===== src/rtl/debounce_pkg.sv =====
// Shared types and parameter legality check for the multi-channel button debouncer.
package debounce_pkg;

  typedef enum logic [1:0] {
    ST_LOW,
    ST_RISE,
    ST_HIGH,
    ST_FALL
  } state_t;

  // True when the parameter set is legal and every threshold fits in the counter.
  function automatic bit params_ok(input int num_ch, input int cnt_w, input int rise_clks,
                                   input int fall_clks, input int pulse_clks,
                                   input int rep_clks);
    int max_v;
    max_v = rise_clks;
    if (fall_clks > max_v) max_v = fall_clks;
    if (rep_clks > max_v) max_v = rep_clks;
    return (num_ch >= 1) && (cnt_w >= 1) && (cnt_w <= 31) &&
           (rise_clks >= 1) && (fall_clks >= 1) &&
           (pulse_clks >= 1) && (pulse_clks <= rise_clks) && (pulse_clks <= fall_clks) &&
           ((rep_clks == 0) || (rep_clks > pulse_clks)) &&
           ((max_v >> cnt_w) == 0);
  endfunction

endpackage


===== src/rtl/debounce_channel.sv =====
// One debounce channel: 2-flop synchroniser, rise/fall qualification FSM,
// registered level and press/release one-shot pulses with optional auto-repeat.
module debounce_channel
  import debounce_pkg::*;
#(
  parameter int CNT_W       = 8,
  parameter int RISE_CLKS   = 25,
  parameter int FALL_CLKS   = 50,
  parameter int PULSE_CLKS  = 1,
  parameter int REPEAT_CLKS = 0
) (
  input  logic clk,
  input  logic rst_n,
  input  logic btn,
  output logic db_level,
  output logic press,
  output logic release_pulse
);

  localparam logic [CNT_W-1:0] RISE_C     = CNT_W'(RISE_CLKS);
  localparam logic [CNT_W-1:0] FALL_C     = CNT_W'(FALL_CLKS);
  localparam logic [CNT_W-1:0] PULSE_LAST = CNT_W'(PULSE_CLKS - 1);
  localparam logic [CNT_W-1:0] REP_LAST   = CNT_W'(REPEAT_CLKS - 1);

  logic s1, s2;
  state_t state_q, state_d;
  logic [CNT_W-1:0] cnt_q, cnt_d;
  logic [CNT_W-1:0] pcnt_q;
  logic db_d;
  logic start_press, start_rel;

  always_ff @(posedge clk or negedge rst_n) begin
    if (!rst_n) begin
      s1       <= 1'b0;
      s2       <= 1'b0;
      state_q  <= ST_LOW;
      cnt_q    <= '0;
      db_level <= 1'b0;
    end else begin
      s1       <= btn;
      s2       <= s1;
      state_q  <= state_d;
      cnt_q    <= cnt_d;
      db_level <= db_d;
    end
  end

  always_comb begin
    state_d     = state_q;
    cnt_d       = cnt_q;
    db_d        = db_level;
    start_press = 1'b0;
    start_rel   = 1'b0;
    case (state_q)
      ST_LOW: begin
        if (s2) begin
          state_d = ST_RISE;
          cnt_d   = CNT_W'(1);
        end else begin
          cnt_d = '0;
        end
      end
      ST_RISE: begin
        if (!s2) begin
          state_d = ST_LOW;
          cnt_d   = '0;
        end else if (cnt_q == RISE_C) begin
          state_d     = ST_HIGH;
          cnt_d       = '0;
          db_d        = 1'b1;
          start_press = 1'b1;
        end else begin
          cnt_d = cnt_q + CNT_W'(1);
        end
      end
      // While held, cnt doubles as the auto-repeat timer.
      ST_HIGH: begin
        if (!s2) begin
          state_d = ST_FALL;
          cnt_d   = CNT_W'(1);
        end else if (REPEAT_CLKS != 0) begin
          if (cnt_q == REP_LAST) begin
            cnt_d       = '0;
            start_press = 1'b1;
          end else begin
            cnt_d = cnt_q + CNT_W'(1);
          end
        end
      end
      ST_FALL: begin
        if (s2) begin
          state_d = ST_HIGH;
          cnt_d   = '0;
        end else if (cnt_q == FALL_C) begin
          state_d   = ST_LOW;
          cnt_d     = '0;
          db_d      = 1'b0;
          start_rel = 1'b1;
        end else begin
          cnt_d = cnt_q + CNT_W'(1);
        end
      end
      default: begin
        state_d = ST_LOW;
        cnt_d   = '0;
      end
    endcase
  end

  // Pulses never overlap on one channel, so a single width counter serves both outputs.
  always_ff @(posedge clk or negedge rst_n) begin
    if (!rst_n) begin
      press         <= 1'b0;
      release_pulse <= 1'b0;
      pcnt_q        <= '0;
    end else if (start_press) begin
      press         <= 1'b1;
      release_pulse <= 1'b0;
      pcnt_q        <= PULSE_LAST;
    end else if (start_rel) begin
      press         <= 1'b0;
      release_pulse <= 1'b1;
      pcnt_q        <= PULSE_LAST;
    end else if (pcnt_q != '0) begin
      pcnt_q <= pcnt_q - CNT_W'(1);
    end else begin
      press         <= 1'b0;
      release_pulse <= 1'b0;
    end
  end

endmodule


===== src/rtl/debounce_multi.sv =====
// N-channel button conditioner: per-channel polarity select and debounce,
// plus a registered any-event flag covering every press and release pulse.
module debounce_multi
  import debounce_pkg::*;
#(
  parameter int                NUM_CH      = 4,
  parameter int                CNT_W       = 8,
  parameter int                RISE_CLKS   = 25,
  parameter int                FALL_CLKS   = 50,
  parameter int                PULSE_CLKS  = 1,
  parameter int                REPEAT_CLKS = 0,
  parameter logic [NUM_CH-1:0] ACTIVE_LOW  = '0
) (
  input  logic              CLK,
  input  logic              RST_N,
  input  logic [NUM_CH-1:0] BTN,
  output logic [NUM_CH-1:0] DB_LEVEL,
  output logic [NUM_CH-1:0] PRESS,
  output logic [NUM_CH-1:0] RELEASE,
  output logic              ANY_EVT
);

  if (!params_ok(NUM_CH, CNT_W, RISE_CLKS, FALL_CLKS, PULSE_CLKS, REPEAT_CLKS)) begin : g_param_err
    $error("debounce_multi: illegal parameter combination");
  end

  logic [NUM_CH-1:0] btn_active;

  assign btn_active = BTN ^ ACTIVE_LOW;

  for (genvar i = 0; i < NUM_CH; i++) begin : g_ch
    debounce_channel #(
      .CNT_W      (CNT_W),
      .RISE_CLKS  (RISE_CLKS),
      .FALL_CLKS  (FALL_CLKS),
      .PULSE_CLKS (PULSE_CLKS),
      .REPEAT_CLKS(REPEAT_CLKS)
    ) u_ch (
      .clk          (CLK),
      .rst_n        (RST_N),
      .btn          (btn_active[i]),
      .db_level     (DB_LEVEL[i]),
      .press        (PRESS[i]),
      .release_pulse(RELEASE[i])
    );
  end

  always_ff @(posedge CLK or negedge RST_N) begin
    if (!RST_N) begin
      ANY_EVT <= 1'b0;
    end else begin
      ANY_EVT <= |(PRESS | RELEASE);
    end
  end

endmodule

===== config.mk =====
export PLATFORM = sky130hd
export DESIGN_NAME = debounce_multi
export DESIGN_NICKNAME = d
export VERILOG_FILES = /design/src/rtl/debounce_pkg.sv /design/src/rtl/debounce_channel.sv /design/src/rtl/debounce_multi.sv
export SDC_FILE = /design/constraint.sdc
export NUM_CORES = 1
export LEC_CHECK = 0
export BUFFER_PORTS_ARGS = -buffer_cell sky130_fd_sc_hd__buf_2
export CAP_MARGIN = 20
export CELL_PAD_IN_SITES_DETAIL_PLACEMENT = 1
export CELL_PAD_IN_SITES_GLOBAL_PLACEMENT = 1
export CORE_MARGIN = 4
export CORE_UTILIZATION = 49
export DETAILED_ROUTE_END_ITERATION = 12
export GPL_TIMING_DRIVEN = 0
export PLACE_DENSITY_LB_ADDON = 0.1
export SETUP_SLACK_MARGIN = 0.5
export SYNTH_ARGS = -nofsm -noshare
export SYNTH_HDL_FRONTEND = slang
export SYNTH_SLANG_ARGS = --single-unit
export TNS_END_PERCENT = 50

===== constraint.sdc =====
create_clock -name CLK -period 2.1 [get_ports CLK]
set_input_delay 0.105 -clock CLK [delete_from_list [all_inputs] [get_ports CLK]]
set_output_delay 0.105 -clock CLK [all_outputs]
set_load 0.01 [all_outputs]

# After elaboration in Yosys (flattened, before gate mapping)
# Index checks and enable logic that the tools add are counted.
# word_totals
regBits,93
input_bits,6
out_inout_bits,13
word_cells,255
# op_classes
addsub,8
n_eq_ne,56
n_mux,132
bitwise,1
n_reduce_logical,25
# op_table
cell,n
$mux W8,32
$pmux W8 S4,4
$mux W1,64
$mux W2,24
$add A8 B1 Y8 const B,4
$eq A8 B5 Y1 const B,4
$eq A8 B6 Y1 const B,4
$ne A2 B1 Y1 const B,16
$pmux W2 S4,4
$reduce_bool A8 Y1,4
$sub A8 B1 Y8 const B,4
$ne A3 B1 Y1 const B,8
$reduce_and A5 Y1,4
$eq A2 B2 Y1 const B,8
$ne A2 B2 Y1 const B,8
$reduce_and A4 Y1,4
$ne A3 B3 Y1 const B,4
$reduce_bool A3 Y1,4
$eq A2 B1 Y1 const B,4
$logic_not A2 Y1,4
$pmux W1 S2,4
$reduce_bool A2 Y1,4
$or A4 B4 Y4,1
$reduce_or A4 Y1,1

# Depth between registers and ports, before layout
# Gate-level depths: netlist of run 1.
# logic_depth
word_depth,6
depth_mapped,8
depth_no_buf,7

# Modules after synthesis
# Synthesis of run 1 repeated with hierarchy kept, for this count alone.
# hier_totals
cells_unflattened,534
hier_area_um2,5061.1
# modules_own_cells
mod,n_inst,cells_per_inst,area_per_inst_um2,seq_area_each_um2
debounce_channel at g_ch[1].u_ch ...,2,136,1247.4,575.6
debounce_channel at g_ch[0].u_ch,1,132,1295.0,575.6
debounce_channel at g_ch[3].u_ch,1,126,1229.9,575.6
debounce_multi,1,4,41.3,25.0

# Worst setup path before layout of run 1
# Ideal clock, no wire load.
# synth_timing
path_type,register to register
from,register g_ch[2].u_ch.cnt_q[0]
to,register g_ch[2].u_ch.cnt_q[6]
setup_ns,0.124
arrival_time_ns,1.680
required_ns,1.976
setup_slack_ns,0.296
stages_incl_launch_ff,9
n_path_buf,1
period_less_slack_ns,1.804
cell_sequence,dfrtp_1 -> inv_1 -> ha_1 -> nand4b_1 -> o41a_1 -> o21ai_2 -> buf_4 -> nor2_1 -> a211o_1
# synth_between
elab_chain_cells,4
word_cells_on_any_way,8
cone_classes,add/sub (1); eq/ne (2); mux (5)
# synth_lines
item,line_no,source
start: declaration,debounce_channel.sv:27,"logic [CNT_W-1:0] cnt_q, cnt_d;"
start signal: assignment,debounce_channel.sv:43,cnt_q <= cnt_d;
$add A8 B1 Y8 (tied with other cells),"debounce_channel.sv:73, debounce_channel.sv:100",
$mux W8 (on tied branches),"debounce_channel.sv:94, debounce_channel.sv:67",
$mux W8 (on tied branches),"debounce_channel.sv:91, debounce_channel.sv:64",
$pmux W8 S4 (*),debounce_channel.sv:54,case (state_q)
# Every way passes the cells marked *; elsewhere a longest branch is shown, timed or not.
# A chain may end at the register's enable or synchronous reset.

# Worst setup path after layout of run 1
# Ends and elaborated chain as after synthesis.

==> impl_metrics.yaml, run 1 <==
worst_setup_path:
  worst_setup_path_start_kind: "flop"
  cp_max_fo: 8
  crit_arrival_ns: 2.17
  critical_path.reg2reg.startpoint: "g_ch[2].u_ch.cnt_q[0]$_DFFE_PN0N_"
  timing.rr.end: "g_ch[2].u_ch.cnt_q[6]$_DFFE_PN0N_"
  path_class: "flop to flop"
  r2r_slack_ns: 0.18
  critical_path_required_ns: 2.35
  r2r_cells: 8
  end_kind: "flop"
route:
  drtAntennaViolNets: 0
  drtIter0Drc: 254
  drt_first_pass_iters: 5
  via_count: 4339
  wirelength_mm: 16.4
  viasPerCell: 5.93
  drc_errors: 0
  routedWlPerCell_um: 22.3
synth:
  yosys_register_bits: 93
  async_flop_share: 1.00
  synth_edf_count: 0
  synth.distinct_cells: 51
  syn_nets: 517
  synth_top_family_by_area: "simple AND/OR/NAND/NOR gates"
  synth-simple-area-share: 0.236
  ys.flop_type: "dfrtp_1"
  syn_area_per_cell_um2: 9.83
  yosys_warnings: 0
  yosysSeqAreaShare: 0.482
  synthAdderAreaFrac: 0.0518
  synth_compound_area_frac: 0.136
  synthMuxAreaShare: 0.0101
  netlist_instances: 491
  synth.cell_area_um2: 4830
  synth-xor-area-share: 0.0399
timing:
  max_freq_ghz: 0.520
  tightestPinTransition_ns: 0.580
  setup_viol: 0
  period_needed_ns: 1.92
  rsz0062_at_grt: "true"
  relSlewSlack: 0.613
  post-route-period-util: 0.915
  setup_tns_ns: 0
  final_hold_viol_count: 0
  fin_ws_ns: 0.178
  slew_violations: 0
  skew_ns: 0.00829
finish:
  multi_input_area_um2: 2850
  seqCellArea_um2: 2330
  fillerInstances: 947
  design_area_um2: 6570
  fin_cells: 732
  layout_common_cells: "dfrtp_1 (89), buf_4 (70), nand2_1 (41), nor2_1 (32), nor3_1 (20)"
  diodes: 0
  syn_to_final_growth_pct: 36.1
  drive_gt1_frac: 0.401
  final_common_cell: "dfrtp_1"
  layout.nets: 624
global_routing:
  grt_max_degree: 54
  met3_usage: 0.0330
  grt_overflow_total: 0
  grt.busiest_layer: "met2"
  antenna_found_initial: 0
  grt_pass1_wl_mm: 22.9
  grtUsageMet1: 0.307
  grt_pass1_vias: 4460
  grtUsageTotal: 0.253
  grt_util_met2: 0.454
die:
  die_width_um: 107
  die-area_um2: 11500
  dieHeight_um: 107
  initial_utilization: 0.513
  io_pins: 19
  row_count: 35
  core_um2: 9420
clock_network:
  cts_root_buf: "clkbuf_8"
  cts_tree: "built"
  ctsLongestPathBuffers: 2
  cts.sink_count: 93
  htree_num_levels: 3
  clk_pin_slew_worst_paths_ns: 0.09
  cts_made_buffers: 9
  clk_latency_ns: 0.36
pwr:
  vdd_drop_max_mv: 0.591
  cellPowerDensity_nw_per_um2: 843
  leakage_nw: 3.10
placed_design:
  place_congestion: 0.760
  hpwl_mm: 7.44
  port_buffers: 18
  placedCellCount: 639
  dp_slack_ns: 0.0961
  place_area_um2: 5160
outcome:
  run_status: "completed"
job:
  drv_cap: 0
hold_path:
  hold_class: "input port to async pin"
==> timing repair <==
| item | CTS | global route |
|---|---|---|
| gates cloned | 1 | 0 |
| hold endpoints to repair | 44 | 0 |
| setup buffers | 57 | 14 |
| resized for setup | 81 | 77 |
| setup endpoints to repair | 82 | 84 |
| hold buffers | 5 | 0 |
| pin swaps | 45 | 43 |
==> metrics by stage <==
stage	utilization	total power [mW]	hold WS [ns]
finish	0.698	5.54	0.284
CTS	0.649	4.96	0.302
global placement	0.545	3.16	0.213
global route	0.698	5.79	0.313
detailed placement	0.548	3.23	0.134
floorplan	-	2.92	-0.191
==> layout make-up <==
type,count,area share
multi-input cells,358,0.434
flip-flops and latches,93,0.355
repair buffers,96,0.121
plain buffers,19,0.0248
well taps,129,0.0246
clock buffers,15,0.0238
inverters,21,0.0128
clock inverters,1,0.00457
==> how the worst max path moves through the flow <==
stage,end,slack [ns],start
CTS,g_ch[2].u_ch.cnt_q[6]$_DFFE_PN0N_,0.21,g_ch[2].u_ch.cnt_q[0]$_DFFE_PN0N_
finish,g_ch[2].u_ch.cnt_q[6]$_DFFE_PN0N_,0.18,g_ch[2].u_ch.cnt_q[0]$_DFFE_PN0N_
detailed placement,g_ch[2].u_ch.cnt_q[6]$_DFFE_PN0N_,0.1,g_ch[2].u_ch.cnt_q[0]$_DFFE_PN0N_
floorplan,g_ch[2].u_ch.cnt_q[6]$_DFFE_PN0N_,0.31,g_ch[2].u_ch.cnt_q[0]$_DFFE_PN0N_
global placement,g_ch[1].u_ch.cnt_q[4]$_DFFE_PN0N_,-0.002,RST_N
global route,g_ch[2].u_ch.cnt_q[7]$_DFFE_PN0N_,0.10,g_ch[2].u_ch.cnt_q[0]$_DFFE_PN0N_
==> metal layers <==
metal | vias up | share of wire
li1 | 1938 | -
met1 | 2244 | 0.40
met2 | 108 | 0.53
met3 | 49 | 0.033
met4 | 0 | 0.031
met5 | - | 0
==> synthesized netlist by cell type (10+ instances only) <==
library cell | instances | area share
a21o_1 | 18 | 0.028
a21oi_1 | 16 | 0.017
buf_4 | 13 | 0.020
dfrtp_1 | 93 | 0.48
ha_1 | 20 | 0.052
inv_1 | 21 | 0.016
nand2_1 | 46 | 0.036
nand3_1 | 15 | 0.016
nand4b_1 | 12 | 0.022
nor2_1 | 49 | 0.038
nor2b_1 | 10 | 0.013
nor3_1 | 26 | 0.027
o21ai_0 | 26 | 0.027
xor2_1 | 16 | 0.029
==> state kept, by name, summed over array words and instances, names as in the netlist, named ones only <==
register,cells
g_ch.u_ch.cnt_q,32
g_ch.u_ch.pcnt_q,32
g_ch.u_ch.db_level,4
g_ch.u_ch.press,4
g_ch.u_ch.release_pulse,4
g_ch.u_ch.s1,4
g_ch.u_ch.s2,4
g_ch.u_ch.state_q,4
ANY_EVT,1
==> critical path: stages, from the launching register on <==
cell and delay, ns:
dfrtp_1 0.42, inv_2 0.10, ha_4 0.13, nand4b_1 0.13
o41a_1 0.38, o21ai_4 0.20, buf_6 0.19, nor2_2 0.05
a211o_1 0.22
==> cell families (layout without fill, tap and decap cells) <==
| group | count (synthesis) | in the layout |
|---|---|---|
| AOI/OAI and AO/OA | 97 | 97 |
| xor gates and xnor gates | 22 | 22 |
| adders and majority gates | 20 | 20 |
| buffers and inverters | 40 | 152 |
| DFF | 93 | 93 |
| muxes | 4 | 4 |
| and+or+nand+nor | 215 | 215 |
==> report_power, final <==
part	switching, mW	total [mW]	leakage (nW)	internal, mW
Sequential	0.294	2.25	1.25	1.96
Clock	0.647	1.24	0.0919	0.589
Combinational	1.03	2.05	1.76	1.02
Power figures use the tool's default switching activity.
==> run 2, diff against run 1 <==
- CORE_UTILIZATION: 49 -> 52
- clock period: 2.1 -> 2.4 ns (I/O delays scaled with it)
==> run 2 against run 1 <==
Cell count is 10% lower. Routed wire length shrank 28%. Flip-flop and latch count stayed put. Sequential share of layout area is 5.9 points higher. Clock power decreased by 9.7%. Critical path type unchanged. Largest cell class unchanged.
==> impl_metrics.yaml, run 2 (synthesized netlist as in run 1, its figures left out) <==
outcome:
  run_status: "completed"
global_routing:
  grt_pass1_wl_mm: 19.7
  grtUsageMet1: 0.286
  antenna_found_initial: 0
  grt_overflow_total: 0
  grtUsageTotal: 0.216
  grt_util_met2: 0.366
  met3_usage: 0.0317
  grt_pass1_vias: 4085
  grt_max_degree: 64
  grt.busiest_layer: "met2"
route:
  drtAntennaViolNets: 0
  drc_errors: 0
  routedWlPerCell_um: 17.8
  drtIter0Drc: 165
  via_count: 3847
  drt_first_pass_iters: 4
  wirelength_mm: 11.7
  viasPerCell: 5.84
worst_setup_path:
  timing.rr.end: "g_ch[2].u_ch.cnt_q[7]$_DFFE_PN0N_"
  end_kind: "flop"
  cp_cell_sequence: "inv_2, ha_4, nand4b_1, o41a_1, o21ai_4, buf_4, nor3_1, a211o_1"
  critical_path.reg2reg.startpoint: "g_ch[2].u_ch.cnt_q[0]$_DFFE_PN0N_"
  worst_path_max_delay_cell: "dfrtp_2"
  critical_path_required_ns: 2.64
  crit_path_start: "g_ch[2].u_ch.cnt_q[0]$_DFFE_PN0N_"
  critPathBufInv: 2
  crit_arrival_ns: 2.23
  crit_family: "compound AO/OA/AOI/OAI gates"
  path_class: "flop to flop"
  slowest_delay_ns: 0.42
  r2r_slack_ns: 0.41
  cp_max_fo: 3
  worst_setup_path_start_kind: "flop"
  r2r_cells: 8
timing:
  max_freq_ghz: 0.502
  period_needed_ns: 1.99
  slew_violations: 0
  setup_tns_ns: 0
  setup_viol: 0
  rsz0062_at_grt: "true"
  skew_ns: 0.0149
  post-route-period-util: 0.831
  tightestPinTransition_ns: 0.458
  final_hold_viol_count: 0
  relSlewSlack: 0.692
clock_network:
  cts_tree: "built"
  htree_num_levels: 3
  clk_pin_slew_worst_paths_ns: 0.10
  ctsLongestPathBuffers: 2
  cts_root_buf: "clkbuf_8"
  cts.sink_count: 93
  cts_made_buffers: 9
  clk_latency_ns: 0.36
finish:
  syn_to_final_growth_pct: 16.8
  seqCellArea_um2: 2330
  multi_input_area_um2: 2400
  fin_cells: 659
  diodes: 0
  largest_registers: "g_ch.u_ch.cnt_q x32, g_ch.u_ch.pcnt_q x32"
  layout_common_cells: "dfrtp_1 (89), nor2_1 (48), nand2_1 (45), buf_4 (30), nor3_1 (26)"
  post-route-util: 0.634
  drive_gt1_frac: 0.221
  layout.nets: 572
  final_common_cell: "dfrtp_1"
  fillerInstances: 984
die:
  row_count: 34
  dieHeight_um: 104
  die_width_um: 104
  initial_utilization: 0.543
  io_pins: 19
  core_um2: 8890
  die-area_um2: 10900
pwr:
  cellPowerDensity_nw_per_um2: 758
  leakage_nw: 2.80
  vdd_drop_max_mv: 0.503
  total_power_mw: 4.27
placed_design:
  hpwl_mm: 7.55
  place_congestion: 0.777
  port_buffers: 18
  placedCellCount: 618
job:
  drv_cap: 0
hold_path:
  hold_class: "input port to async pin"
[run 2: cell types whose count changed in the layout (fill, tap and decap cells not counted), moves of 6 or more]
cell     before  now
inv_1        11   19
o21ai_2      10    1
nor2_4        7    0
inv_2         8    2
nor2_2       11    2
nor2_1       32   48
o21ai_0      12   22
buf_6        18    4
buf_4        70   30
nor3_1       20   26
ha_1         12   19
ha_4          7    1
[run 2: report_power, final]
| group | total, mW | leakage [nW] | internal (mW) | switching, mW |
|---|---|---|---|---|
| registers | 1.93 | 1.25 | 1.71 | 0.221 |
| logic | 1.22 | 1.44 | 0.569 | 0.656 |
| clock network | 1.12 | 0.106 | 0.567 | 0.551 |
[run 2: metal layers]
layer | vias up | share of wire
met4 | 0 | 0.021
met5 | - | 0
met1 | 1920 | 0.46
met3 | 25 | 0.026
met2 | 70 | 0.50
li1 | 1832 | -
[run 2: worst register-to-register path, delay by kind of cell, from the launching register on]
family	cells	cell delay (ns)
adder cells (fa/ha/maj)	1	0.12
flip-flops	1	0.42
AND/OR/NAND/NOR	2	0.22
AO/OA/AOI/OAI	3	0.89
buffers and inverters	2	0.23
[run 2: through the flow]
stage	hold WS [ns]	cell area, um2	setup WS, ns
2_1_floorplan	-0.176	4830	0.596
3_5_place_dp	0.0885	5080	0.287
5_1_grt	0.273	5640	0.328
6_report	0.238	5640	0.406
3_3_place_gp	0.229	5050	0.308
4_1_cts	0.243	5490	0.428
[run 2: how the worst max path moves through the flow]
| stage | endpoint | slack [ns] | cells after the start |
|---|---|---|---|
| global placement | g_ch[1].u_ch.cnt_q[3]$_DFFE_PN0N_ | 0.31 | 1 |
| finish | g_ch[2].u_ch.cnt_q[7]$_DFFE_PN0N_ | 0.41 | 8 |
| floorplan | g_ch[2].u_ch.cnt_q[6]$_DFFE_PN0N_ | 0.60 | 8 |
| detailed placement | g_ch[2].u_ch.pcnt_q[4]$_DFFE_PN0P_ | 0.29 | 6 |
| global route | flop | 0.33 | 8 |
| CTS | g_ch[1].u_ch.cnt_q[2]$_DFFE_PN0N_ | 0.43 | 6 |
[run 2: timing repair]
item,4_1_cts,5_1_grt
pin swaps,3,10
gates resized for setup,15,28
hold endpoints to repair,34,0
cloned,0,1
buffers inserted,11,8
endpoints found under the setup margin,38,66
hold buffers,5,0
[run 2: layout make-up]
cell class,count,area share
buffer,19,0.0253
clock buffer,13,0.0300
clock inverter,3,0.00754
inverter,21,0.0140
multi-input combinational,358,0.426
sequential,93,0.414
tap,108,0.0240
timing repair buffer,44,0.0599
